$ cat src/rtl/lcd_pkg.sv
// Shared definitions for the HD44780 sequencer: state codes, lcd_in field
// positions and default timing (in clk_50 cycles).
package lcd_pkg;

    typedef logic [2:0] state_t;

    localparam state_t ST_IDLE    = 3'd0;
    localparam state_t ST_SETUP_H = 3'd1;
    localparam state_t ST_EH_HI   = 3'd2;
    localparam state_t ST_EH_LO   = 3'd3;
    localparam state_t ST_SETUP_L = 3'd4;
    localparam state_t ST_EL_HI   = 3'd5;
    localparam state_t ST_EL_LO   = 3'd6;
    localparam state_t ST_WAIT    = 3'd7;

    localparam int RS_BIT   = 8;
    localparam int NIB_BIT  = 9;
    localparam int LONG_BIT = 10;

    localparam int T_SETUP_DEF  = 4;
    localparam int T_E_HIGH_DEF = 25;
    localparam int T_E_LOW_DEF  = 25;
    localparam int T_SHORT_DEF  = 2500;
    localparam int T_LONG_DEF   = 82000;
    localparam int T_TURN_DEF   = 50;
    localparam int DEBOUNCE_DEF = 500000;

    localparam int TIMER_W = 20;
    typedef logic [TIMER_W-1:0] timer_t;

    // The timer counts down to zero, so a dwell of N cycles is loaded as N-1.
    function automatic timer_t dwell(input int cycles);
        return timer_t'(cycles - 1);
    endfunction

endpackage

$ cat src/rtl/pb_debounce.sv
// Pad readback path: 2-flop synchroniser, bus-turnaround settle gate and a
// consecutive-sample debouncer for the five shared LCD pins.
module pb_debounce #(
    parameter int T_TURN   = 50,
    parameter int DEBOUNCE = 500000
) (
    input  logic       clk,
    input  logic       rst,
    input  logic       idle,
    input  logic [4:0] pads,
    output logic [4:0] pb
);
    localparam int CNT_W = (DEBOUNCE > 1) ? $clog2(DEBOUNCE) : 1;
    localparam int SET_W = $clog2(T_TURN + 1);

    localparam logic [CNT_W-1:0] CNT_LAST   = CNT_W'(DEBOUNCE - 1);
    localparam logic [CNT_W-1:0] CNT_ONE    = 1;
    localparam logic [SET_W-1:0] SETTLE_MAX = SET_W'(T_TURN);
    localparam logic [SET_W-1:0] SETTLE_ONE = 1;

    logic [4:0]       sync1;
    logic [4:0]       sync2;
    logic [4:0]       candidate;
    logic [CNT_W-1:0] count;
    logic [SET_W-1:0] settle;
    logic             valid;

    // settle saturates at T_TURN, so equality is the same as >=
    assign valid = idle && (settle == SETTLE_MAX);

    always_ff @(posedge clk) begin
        if (rst) begin
            sync1     <= '0;
            sync2     <= '0;
            candidate <= '0;
            count     <= '0;
            settle    <= '0;
            pb        <= '0;
        end else begin
            sync1 <= pads;
            sync2 <= sync1;

            if (!idle)
                settle <= '0;
            else if (settle != SETTLE_MAX)
                settle <= settle + SETTLE_ONE;

            if (valid) begin
                if (sync2 != candidate) begin
                    candidate <= sync2;
                    count     <= '0;
                end else if (count == CNT_LAST) begin
                    pb <= candidate;
                end else begin
                    count <= count + CNT_ONE;
                end
            end
        end
    end

endmodule

$ cat src/rtl/lcd_pb_controller.sv
// HD44780 4-bit write sequencer driven by the CPU lcd stream; between writes
// the shared pins are released and read back as five debounced push buttons.
module lcd_pb_controller
    import lcd_pkg::*;
#(
    parameter int T_SETUP  = T_SETUP_DEF,
    parameter int T_E_HIGH = T_E_HIGH_DEF,
    parameter int T_E_LOW  = T_E_LOW_DEF,
    parameter int T_SHORT  = T_SHORT_DEF,
    parameter int T_LONG   = T_LONG_DEF,
    parameter int T_TURN   = T_TURN_DEF,
    parameter int DEBOUNCE = DEBOUNCE_DEF
) (
    input  logic        clk,
    input  logic        rst,
    input  logic [31:0] lcd_in,
    input  logic        lcd_in_stb,
    output logic        lcd_in_ack,
    output logic [3:0]  lcd_data_out,
    output logic        lcd_rs_out,
    output logic        lcd_oe,
    output logic        lcd_e,
    input  logic [3:0]  lcd_data_in,
    input  logic        lcd_rs_in,
    output logic [4:0]  pb_out
);
    state_t     state;
    timer_t     timer;
    timer_t     wait_load;
    logic [3:0] low_nibble;
    logic       nibble_only;
    logic       long_delay;
    logic       accept;
    logic       expired;
    logic       unused_in;

    assign lcd_in_ack = (state == ST_IDLE);
    assign accept     = lcd_in_stb && lcd_in_ack;
    assign expired    = (timer == '0);
    assign wait_load  = long_delay ? dwell(T_LONG) : dwell(T_SHORT);
    assign unused_in  = &{1'b0, lcd_in[31:LONG_BIT+1]};

    // Data/rs only change on entry to SETUP states, never on an E edge.
    always_ff @(posedge clk) begin
        if (rst) begin
            state        <= ST_IDLE;
            timer        <= '0;
            lcd_e        <= 1'b0;
            lcd_oe       <= 1'b0;
            lcd_data_out <= '0;
            lcd_rs_out   <= 1'b0;
            low_nibble   <= '0;
            nibble_only  <= 1'b0;
            long_delay   <= 1'b0;
        end else if (state == ST_IDLE) begin
            if (accept) begin
                state        <= ST_SETUP_H;
                timer        <= dwell(T_SETUP);
                lcd_oe       <= 1'b1;
                lcd_data_out <= lcd_in[7:4];
                low_nibble   <= lcd_in[3:0];
                lcd_rs_out   <= lcd_in[RS_BIT];
                nibble_only  <= lcd_in[NIB_BIT];
                long_delay   <= lcd_in[LONG_BIT];
            end
        end else if (!expired) begin
            timer <= timer - timer_t'(1);
        end else begin
            case (state)
                ST_SETUP_H: begin
                    state <= ST_EH_HI;
                    timer <= dwell(T_E_HIGH);
                    lcd_e <= 1'b1;
                end
                ST_EH_HI: begin
                    state <= ST_EH_LO;
                    timer <= dwell(T_E_LOW);
                    lcd_e <= 1'b0;
                end
                ST_EH_LO: begin
                    if (nibble_only) begin
                        state <= ST_WAIT;
                        timer <= wait_load;
                    end else begin
                        state        <= ST_SETUP_L;
                        timer        <= dwell(T_SETUP);
                        lcd_data_out <= low_nibble;
                    end
                end
                ST_SETUP_L: begin
                    state <= ST_EL_HI;
                    timer <= dwell(T_E_HIGH);
                    lcd_e <= 1'b1;
                end
                ST_EL_HI: begin
                    state <= ST_EL_LO;
                    timer <= dwell(T_E_LOW);
                    lcd_e <= 1'b0;
                end
                ST_EL_LO: begin
                    state <= ST_WAIT;
                    timer <= wait_load;
                end
                default: begin
                    state  <= ST_IDLE;
                    timer  <= '0;
                    lcd_oe <= 1'b0;
                end
            endcase
        end
    end

    pb_debounce #(
        .T_TURN   (T_TURN),
        .DEBOUNCE (DEBOUNCE)
    ) u_pb_debounce (
        .clk  (clk),
        .rst  (rst),
        .idle (lcd_in_ack),
        .pads ({lcd_rs_in, lcd_data_in}),
        .pb   (pb_out)
    );

endmodule

$ cat config.mk
export PLATFORM = sky130hd
export DESIGN_NAME = lcd_pb_controller
export DESIGN_NICKNAME = d
export VERILOG_FILES = /design/src/rtl/lcd_pkg.sv /design/src/rtl/pb_debounce.sv /design/src/rtl/lcd_pb_controller.sv
export SDC_FILE = /design/constraint.sdc
export NUM_CORES = 1
export LEC_CHECK = 0
export BUFFER_PORTS_ARGS = -buffer_cell sky130_fd_sc_hd__buf_4
export CORE_MARGIN = 4
export CORE_UTILIZATION = 37
export CTS_BUF_LIST = sky130_fd_sc_hd__clkbuf_4 sky130_fd_sc_hd__clkbuf_8 sky130_fd_sc_hd__clkbuf_16
export DETAILED_ROUTE_END_ITERATION = 8
export GPL_ROUTABILITY_DRIVEN = 1
export SLEW_MARGIN = 10
export SYNTH_ARGS = -nofsm -noshare
export SYNTH_HDL_FRONTEND = slang
export SYNTH_SLANG_ARGS = --single-unit
$ cat constraint.sdc
create_clock -name clk -period 3.5 [get_ports clk]
set_input_delay 0.7 -clock clk [delete_from_list [all_inputs] [get_ports clk]]
set_output_delay 0.7 -clock clk [all_outputs]
set_load 0.02 [all_outputs]
==> results of run 1 <==
[per-layer routing]
layer / global-route usage [%] / routed length (um)
met5: 0 / 0
met4: 4.11 / 103
met3: 3.78 / 301
met1: 18.8 / 4160
met2: 23.1 / 4160
[metrics by stage]
stage	worst slack [ns]	area, sq um	util, %	hold slack, ns
3_5_place_dp	0.627	4220	41.0	0.425
5_1_grt	0.381	4430	43.1	0.449
4_1_cts	0.618	4430	43.1	0.431
6_report	0.573	4430	43.1	0.434
2_1_floorplan	1.17	3900	-	0.414
3_3_place_gp	0.662	4220	41.0	0.418
[how the worst max path moves through the flow]
stage	endpoint	slack [ns]
finish	timer[6]	0.57
detailed placement	timer[6]	0.63
floorplan	timer[11]	1.17
global placement	timer[6]	0.66
global route	timer[7]	0.38
CTS	timer[6]	0.62
[state kept, by name (all words and copies together) (netlist names)]
register                 count
nibble_only                  1
u_pb_debounce.sync2          5
lcd_e                        1
timer                       20
u_pb_debounce.pb             5
u_pb_debounce.sync1          5
state                        3
u_pb_debounce.count         19
lcd_oe                       1
u_pb_debounce.settle         6
lcd_rs_out                   1
long_delay                   1
u_pb_debounce.candidate      5
lcd_data_out                 4
low_nibble                   4
[where the power goes]
group | internal, mW | switching, mW
clock | 0.359 | 0.367
combinational | 0.452 | 0.728
sequential | 1.05 | 0.129
[critical path: stages, from the launching register on]
cell	delay, ns
dfxtp_1	0.40
or4_4	0.61
or4_4	0.61
o21ai_1	0.73
o21ai_0	0.20
a22o_1	0.27
[layout make-up]
type	instances	area share, %
Clock buffer	10	3.11
Clock inverter	6	1.67
Inverter	6	0.508
Multi-Input combinational cell	356	48.3
Sequential cell	81	36.6
Tap cell	136	3.84
Timing Repair Buffer	35	5.93
[kinds of logic after synthesis]
| logic type | Yosys count |
|---|---|
| AO/OA/AOI/OAI | 125 |
| XOR/XNOR | 12 |
| adder cells (fa/ha/maj) | 5 |
| buffers and inverters | 33 |
| flip-flops | 81 |
| multiplexers | 5 |
| AND/OR/NAND/NOR | 209 |
[cell usage after synthesis (9+ instances only)]
library cell	n
clkbuf_1	23
nand3_1	19
nand2_1	44
or3_1	23
nor2b_1	11
a21o_1	9
nor2_1	34
a21oi_1	37
o21ai_0	34
dfxtp_1	81
nand2b_1	10
nor3_1	14
[cells in the final DEF, fill, tap and decap left out, types with 4 or more instances in the layout]
| master | count |
|---|---|
| ha_1 | 5 |
| buf_4 | 35 |
| o31ai_1 | 4 |
| or3_1 | 23 |
| a22o_1 | 8 |
| inv_1 | 6 |
| nand4_1 | 8 |
| nor4_1 | 8 |
| a211oi_1 | 5 |
| or4_1 | 8 |
| nor3_1 | 14 |
| nand2_1 | 44 |
| a21oi_1 | 37 |
| xnor2_1 | 8 |
| nor2_1 | 34 |
| nand2b_1 | 10 |
| clkbuf_8 | 10 |
| and3_1 | 4 |
| a31oi_1 | 5 |
| o21ai_0 | 34 |
| mux2i_1 | 5 |
| xor2_1 | 4 |
| nor2b_1 | 11 |
| a311oi_1 | 6 |
| and2_1 | 4 |
| a21o_1 | 9 |
| nand3_1 | 19 |
| dfxtp_1 | 81 |
==> results.sh, run 1 <==
export IMPL_grt_max_degree=54
export IMPL_cts_made_buffers=9
export IMPL_grt_pass1_wl_um=15000
export IMPL_avgSynthCellArea_sq_um=8.29
export IMPL_r2r_start="timer[4]"
export IMPL_yosys_area_top_type="dfxtp_1"
export IMPL_clockBufferDepth=2
export IMPL_fmax_mhz=342
export IMPL_tightestPinTransition_ns=0.876
export IMPL_synthMuxAreaShare_pct=1.28
export IMPL_cts_tree="yes"
export IMPL_cp_data_required_time_ns=3.75
export IMPL_ff_latch_area_sq_um=1620
export IMPL_status="finished, final reports clean"
export IMPL_grt_pass1_vias=3198
export IMPL_placementRows=37
export IMPL_r2r_slack_ns=0.57
export IMPL_slew_viol_final=0
export IMPL_htree_levels=3
export IMPL_antenna_cells=0
export IMPL_synth_enable_flop_cells=0
export IMPL_r2r_end="timer[6]"
export IMPL_synth_main_ff_cell="dfxtp_1"
export IMPL_seq_area_frac_synth_pct=41.6
export IMPL_crit_start="timer[4]"
export IMPL_critPathLaunchType="register"
export IMPL_synth_nets=515
export IMPL_crit_fanout=13
export IMPL_worstSetupEndpointType="register"
export IMPL_dr_pass1_iters=4
export IMPL_die_y_um=111
export IMPL_wire_per_inst_um=13.9
export IMPL_grt_usage_pct=14.3
export IMPL_syn_to_final_growth_pct=13.7
export IMPL_report_final_setup_viol=0
export IMPL_fin_crit_ns=2.93
export IMPL_hold_path_class="register to register"
export IMPL_final_antenna_net_count=0
export IMPL_grt_setup_unrepaired="false"
export IMPL_yosys_area_share_simple_pct=29.3
export IMPL_io_buffer_count=31
export IMPL_avgViaCountPerCell=5.48
export IMPL_hold_violations=0
export IMPL_cap_violations=0
export IMPL_drt_iter0_markers=171
export IMPL_num_vias=3455
export IMPL_synth_top_area_share_pct=41.6
export IMPL_p_leak_nw=1.69
export IMPL_ys_warn_count=0
export IMPL_max_slew_margin_rel_pct=41.2
export IMPL_power_total_mw=3.08
export IMPL_powerDensity_nw_per_um2=695
export IMPL_holdPathStages=1
export IMPL_clock_latency_ns=0.36
export IMPL_finalNonFillerCells=630
export IMPL_synthAdderAreaFrac_pct=1.61
export IMPL_synth_compound_area_share_pct=20.0
export IMPL_totalWireLength_um=8730
export IMPL_drc_errors=0
export IMPL_synth_xor_area_share_pct=2.70
export IMPL_ctsResizeCount=0
export IMPL_cts_hold_buffers=0
export IMPL_synth_cell_types=56
export IMPL_cp_arrival_ns=3.18
export IMPL_r2r_cells=5
export IMPL_vdd_drop_max_mv=0.639
export IMPL_antenna_found_initial=0
export IMPL_hpwlAfterDp_um=5920
export IMPL_fillers=1061
export IMPL_multi_input_area_sq_um=2140
export IMPL_layout_nets=534
export IMPL_drive_gt1_share_pct=12.1
export IMPL_ys_ff_latch=81
export IMPL_initial_utilization_pct=37.9
export IMPL_min_to="u_pb_debounce.sync2[4]"
export IMPL_worstSetupPathType="register to register"
export IMPL_grt_ovfl_total=0
export IMPL_synth_area_leaders="dfxtp_1 (42%), a21oi_1 (4.8%), o21ai_0 (4.4%)"
export IMPL_final_setup_skew_ns=0.0173
export IMPL_gp_congestion=0.783
export IMPL_netlist_area_sq_um=3900
export IMPL_cts_sinks=81
export IMPL_fp_coreArea_sq_um=10300
export IMPL_boundaryPins=53
export IMPL_min_from="u_pb_debounce.sync1[4]"
export IMPL_synthArstFlopShare_pct=0
export IMPL_dpl_cell_count=614
export IMPL_cts_clk_slew_worst_paths_ns=0.09
export IMPL_post_cts_buffers=0
export IMPL_synth_top_family_by_area="simple AND/OR/NAND/NOR gates"
export IMPL_min_period_over_period_pct=83.6
export IMPL_tns_ns=0
export IMPL_dieArea_sq_um=12200
export IMPL_root_buffer="clkbuf_8"
export IMPL_dieWidth_um=111
export IMPL_synthCells=470
Power figures use the tool's default switching activity.
==> inputs of run 2 (changes only) <==
- clock period: 3.5 -> 2.9 ns (I/O delays scaled with it)
==> run 2 against run 1 <==
  * Flip-flop and latch count stayed put
  * First-iteration DRC count fell by 2.3%
  * Cell count rose by 2.1%
  * Power is 26% higher
  * Critical endpoint is now lcd_in_ack
  * Clock-buffer cell count rose by 2
==> results.sh, run 2 (synthesized netlist as in run 1, its figures left out) <==
export IMPL_final_area_sq_um=4550
export IMPL_ff_latch_area_sq_um=1620
export IMPL_ctsResizeCount=0
export IMPL_report_final_setup_viol=0
export IMPL_r2r_cells=5
export IMPL_post_cts_buffers=0
export IMPL_p_leak_nw=1.76
export IMPL_layout_nets=547
export IMPL_worstSetupEndpointType="output port"
export IMPL_critPathMaxStageDelay_ns=0.52
export IMPL_final_common_cell="dfxtp_1"
export IMPL_crit_family="buffers and inverters"
export IMPL_grt_setup_unrepaired="false"
export IMPL_num_vias=3547
export IMPL_dpl_cell_count=627
export IMPL_fillers=1053
export IMPL_tns_ns=0
export IMPL_clock_latency_ns=0.36
export IMPL_final_antenna_net_count=0
export IMPL_drt_iter0_markers=167
export IMPL_cp_data_required_time_ns=2.32
export IMPL_initial_utilization_pct=37.9
export IMPL_drive_gt1_share_pct=14.4
export IMPL_post_dp_cell_area_sq_um=4320
export IMPL_grt_max_degree=34
export IMPL_p_int_mw=2.43
export IMPL_vdd_drop_max_mv=0.669
export IMPL_dieWidth_um=111
export IMPL_totalWireLength_um=8900
export IMPL_holdPathStages=2
export IMPL_p_seq_share_pct=35.9
export IMPL_hold_path_class="input pin to register"
export IMPL_slew_viol_final=0
export IMPL_cts_tree="yes"
export IMPL_htree_levels=3
export IMPL_reg_top3="timer: 20 flops, u_pb_debounce.count: 19 flops, u_pb_debounce.settle: 6 flops"
export IMPL_hpwlAfterDp_um=6340
export IMPL_power_frac_clock_pct=24.4
export IMPL_mostFrequentLayoutCells="dfxtp_1 (81), buf_4 (48), nand2_1 (44), a21oi_1 (37)"
export IMPL_fin_crit_ns=2.60
export IMPL_cts_clk_slew_worst_paths_ns=0.08
export IMPL_die_y_um=111
export IMPL_dieArea_sq_um=12200
export IMPL_placementRows=37
export IMPL_root_buffer="clkbuf_8"
export IMPL_io_buffer_count=31
export IMPL_crit_path_frequent_cell="buf_4"
export IMPL_avgViaCountPerCell=5.52
export IMPL_fmax_mhz=385
export IMPL_worstSetupPathType="register to output port"
export IMPL_path_buf_inv=4
export IMPL_grt_pass1_wl_um=15600
export IMPL_cp_arrival_ns=2.02
export IMPL_swShare_pct=37.7
export IMPL_drc_errors=0
export IMPL_final_setup_skew_ns=0.00489
export IMPL_antenna_cells=0
export IMPL_boundaryPins=53
export IMPL_p_sw_mw=1.47
export IMPL_path_depth=5
export IMPL_grt_pass1_vias=3389
export IMPL_tightestPinTransition_ns=0.613
export IMPL_dr_pass1_iters=4
export IMPL_cts_made_buffers=9
export IMPL_antenna_found_initial=0
export IMPL_wire_per_inst_um=13.8
export IMPL_gp_congestion=0.792
export IMPL_hold_violations=0
export IMPL_min_period_over_period_pct=89.6
export IMPL_grt_ovfl_total=0
export IMPL_crit_fanout=12
export IMPL_cap_violations=0
export IMPL_multi_input_area_sq_um=2140
export IMPL_min_from="lcd_data_in[2]"
export IMPL_syn_to_final_growth_pct=16.8
export IMPL_status="finished, final reports clean"
export IMPL_r2r_end="timer[3]"
export IMPL_crit_chain="or3_1, buf_4, inv_1, buf_4, buf_4"
export IMPL_clockBufferDepth=2
export IMPL_r2r_start="timer[5]"
export IMPL_finalNonFillerCells=643
export IMPL_largest_register="timer"
export IMPL_combPwrFrac_pct=39.7
export IMPL_cts_sinks=81
export IMPL_min_to="u_pb_debounce.sync1[2]"
export IMPL_slowest_stage="or3_1"
export IMPL_r2r_slack_ns=0.32
export IMPL_grt_usage_pct=15.0
export IMPL_critPathLaunchType="register"
export IMPL_powerDensity_nw_per_um2=856
export IMPL_cts_hold_buffers=0
export IMPL_fp_coreArea_sq_um=10300
export IMPL_largest_register_ffs=20
export IMPL_max_slew_margin_rel_pct=58.9
-- run 2: cell count changes in the layout (fill, tap and decap cells not counted) --
cell       before  now
buf_4          35   48
clkbuf_8       10   11
inv_8           1    0
inv_6           2    0
bufinv_16       1    2
clkbuf_4        0    1
-- run 2: worst max-delay path by stage --
| stage | from | endpoint | slack, ns |
|---|---|---|---|
| after global routing | state[0] | lcd_in_ack | 0.16 |
| after floorplan | timer[5] | timer[11] | 0.57 |
| after global placement | timer[5] | timer[3] | 0.37 |
| after CTS | state[0] | lcd_in_ack | 0.27 |
| final | state[0] | lcd_in_ack | 0.30 |
| after detailed placement | timer[5] | timer[3] | 0.35 |
-- run 2: routing by layer --
layer	GRT usage, %	vias to the layer above	wire length (um)
met5	0	-	0
met3	4.22	11	379
met2	25.8	53	4460
met1	18.4	1684	3980
li1	-	1799	-
met4	4.11	0	88
-- run 2: stage by stage --
| step | total power, mW | setup WS (ns) | hold slack (ns) | util [%] |
|---|---|---|---|---|
| after global placement | 2.92 | 0.370 | 0.419 | 42.0 |
| after detailed placement | 2.96 | 0.354 | 0.420 | 42.0 |
| after floorplan | 2.56 | 0.567 | 0.414 | - |
| final | 3.90 | 0.301 | 0.425 | 44.3 |
| after CTS | 3.93 | 0.272 | 0.405 | 44.3 |
| after global routing | 4.19 | 0.158 | 0.423 | 44.3 |
-- run 2: worst reg2reg max path: stages, from the launching register on --
cell,delay [ns]
dfxtp_1,0.36
or4_4,0.57
or4_4,0.62
nor2_1,0.43
o2111ai_1,0.21
a32o_1,0.29
-- run 2: final cells by class --
type | count | area share [%]
multi-input cells | 356 | 47.1
flip-flops and latches | 81 | 35.6
repair buffers | 48 | 7.92
well taps | 136 | 3.74
clock buffers | 12 | 3.49
clock inverters | 4 | 1.65
inverters | 6 | 0.495
-- run 2: power by group through the flow --
stage	Clock [mW]	Sequential [mW]	Combinational (mW)
final	0.950	1.40	1.55
after CTS	0.989	1.40	1.54
after global placement	0	1.41	1.50
after detailed placement	0	1.42	1.54
after global routing	1.03	1.43	1.74
after floorplan	0	1.41	1.16
==> inputs of run 3 (changes only) <==
- PLACE_DENSITY_LB_ADDON: default -> 0.25
==> run 3 against run 2 <==
  * Critical path depth did not move
  * Global-route usage barely moved
  * Register-to-register slack improved by 0.03 ns
  * Routed wire length fell by 1.3%
  * Flip-flop and latch count did not move
  * Critical path type is now register to register
==> results.sh, run 3 (synthesized netlist as in run 1, its figures left out) <==
export IMPL_ctsResizeCount=0
export IMPL_cts_made_buffers=9
export IMPL_grt_pass1_wl_um=15700
export IMPL_fmax_mhz=393
export IMPL_holdPathStages=2
export IMPL_dr_pass1_iters=5
export IMPL_cts_hold_buffers=0
export IMPL_r2r_start="timer[5]"
export IMPL_gp_congestion=0.765
export IMPL_drt_iter0_markers=152
export IMPL_die_y_um=111
export IMPL_vdd_drop_max_mv=0.692
export IMPL_initial_utilization_pct=37.9
export IMPL_num_vias=3518
export IMPL_boundaryPins=53
export IMPL_grt_usage_pct=15.1
export IMPL_largest_register_ffs=20
export IMPL_drc_errors=0
export IMPL_worstSetupPathType="register to register"
export IMPL_min_from="lcd_data_in[0]"
export IMPL_slowest_stage="or4_4"
export IMPL_multi_input_area_sq_um=2140
export IMPL_crit_chain="or4_4, or4_4, nor2_1, o2111ai_1, a32o_1"
export IMPL_r2r_end="timer[3]"
export IMPL_placementRows=37
export IMPL_worstSetupEndpointType="register"
export IMPL_min_period_over_period_pct=87.8
export IMPL_totalWireLength_um=8790
export IMPL_dieWidth_um=111
export IMPL_htree_levels=3
export IMPL_largest_register="timer"
export IMPL_dp_slack_ns=0.111
export IMPL_tns_ns=0
export IMPL_grt_max_degree=35
export IMPL_min_to="u_pb_debounce.sync1[0]"
export IMPL_r2r_cells=5
export IMPL_p_leak_nw=1.74
export IMPL_hold_path_class="input pin to register"
export IMPL_cts_sinks=81
export IMPL_cts_tree="yes"
export IMPL_hpwlAfterDp_um=6220
export IMPL_status="finished, final reports clean"
export IMPL_cp_data_required_time_ns=3.15
export IMPL_max_slew_margin_rel_pct=54.1
export IMPL_clockBufferDepth=2
export IMPL_fin_ws_ns=0.354
export IMPL_final_setup_skew_ns=0.0108
export IMPL_clock_latency_ns=0.36
export IMPL_cp_arrival_ns=2.80
export IMPL_final_antenna_net_count=0
export IMPL_cts_clk_slew_worst_paths_ns=0.09
export IMPL_grt_setup_unrepaired="false"
export IMPL_root_buffer="clkbuf_8"
export IMPL_antenna_cells=0
export IMPL_io_buffer_count=31
export IMPL_mostFrequentLayoutCells="dfxtp_1 (81), buf_4 (46), nand2_1 (44), a21oi_1 (37)"
export IMPL_r2r_slack_ns=0.35
export IMPL_final_common_cell="dfxtp_1"
export IMPL_fp_coreArea_sq_um=10300
export IMPL_avgViaCountPerCell=5.48
export IMPL_dieArea_sq_um=12200
export IMPL_slew_viol_final=0
export IMPL_antenna_found_initial=0
export IMPL_crit_path_frequent_cell="or4_4"
export IMPL_drive_gt1_share_pct=14.4
export IMPL_critPathLaunchType="register"
export IMPL_grt_pass1_vias=3330
export IMPL_powerDensity_nw_per_um2=836
export IMPL_wire_per_inst_um=13.7
export IMPL_fin_crit_ns=2.55
export IMPL_grt_ovfl_total=0
export IMPL_ff_latch_area_sq_um=1620
export IMPL_tightestPinTransition_ns=0.685
export IMPL_post_cts_buffers=0
export IMPL_fillers=1039
export IMPL_syn_to_final_growth_pct=16.2
export IMPL_path_buf_inv=0
export IMPL_layout_nets=546
export IMPL_critPathMaxStageDelay_ns=0.61
export IMPL_reg_top3="timer: 20 flops, u_pb_debounce.count: 19 flops, u_pb_debounce.settle: 6 flops"
export IMPL_cap_violations=0
export IMPL_report_final_setup_viol=0
export IMPL_crit_fanout=9
export IMPL_crit_family="simple AND/OR/NAND/NOR gates"
export IMPL_hold_violations=0
run 3: area by class of cell:
cell class	instances	share of cell area, %
clock inverters	7	1.74
clock buffers	9	2.74
inverters	6	0.498
multi-input cells	356	47.4
flip-flops and latches	81	35.8
well taps	136	3.76
repair buffers	47	8.07
run 3: report_power, final:
part	switching (mW)	total, mW	internal, mW
Sequential	0.124	1.39	1.26
Combinational	0.936	1.55	0.617
Clock	0.439	0.843	0.405
run 3: through the flow:
stage	area (sq um)	total power, mW	hold WS [ns]	cells	utilization (%)
2_1_floorplan	3900	2.56	0.414	470	-
3_3_place_gp	4320	2.91	0.415	626	42.0
3_5_place_dp	4320	2.95	0.430	626	42.0
4_1_cts	4520	3.81	0.400	642	44.0
5_1_grt	4530	4.08	0.411	642	44.0
6_report	4530	3.78	0.424	642	44.0
run 3: worst max path at each step:
| stage | startpoint | slack, ns | to | depth (start not counted) |
|---|---|---|---|---|
| floorplan | timer[5] | 0.57 | timer[11] | 6 |
| global placement | timer[5] | 0.17 | timer[6] | 5 |
| detailed placement | timer[5] | 0.11 | timer[6] | 5 |
| CTS | timer[5] | 0.09 | timer[6] | 5 |
| global route | state[1] | 0.19 | u_pb_debounce.count[7] | 5 |
| finish | timer[5] | 0.35 | timer[3] | 5 |
run 3: worst reg2reg max path, stage by stage, from the launching register on:
cell and delay [ns]:
dfxtp_1 0.37, or4_4 0.57, or4_4 0.61, nor2_1 0.39
o2111ai_1 0.22, a32o_1 0.29
run 3: metal layers:
metal  GRT usage (%)  vias to the layer above  wire, um
li1                -                     1789         -
met1            19.3                     1679      4160
met2            25.0                       46      4300
met3            3.78                        4       269
met4            4.35                        0        49
met5               0                        -         0
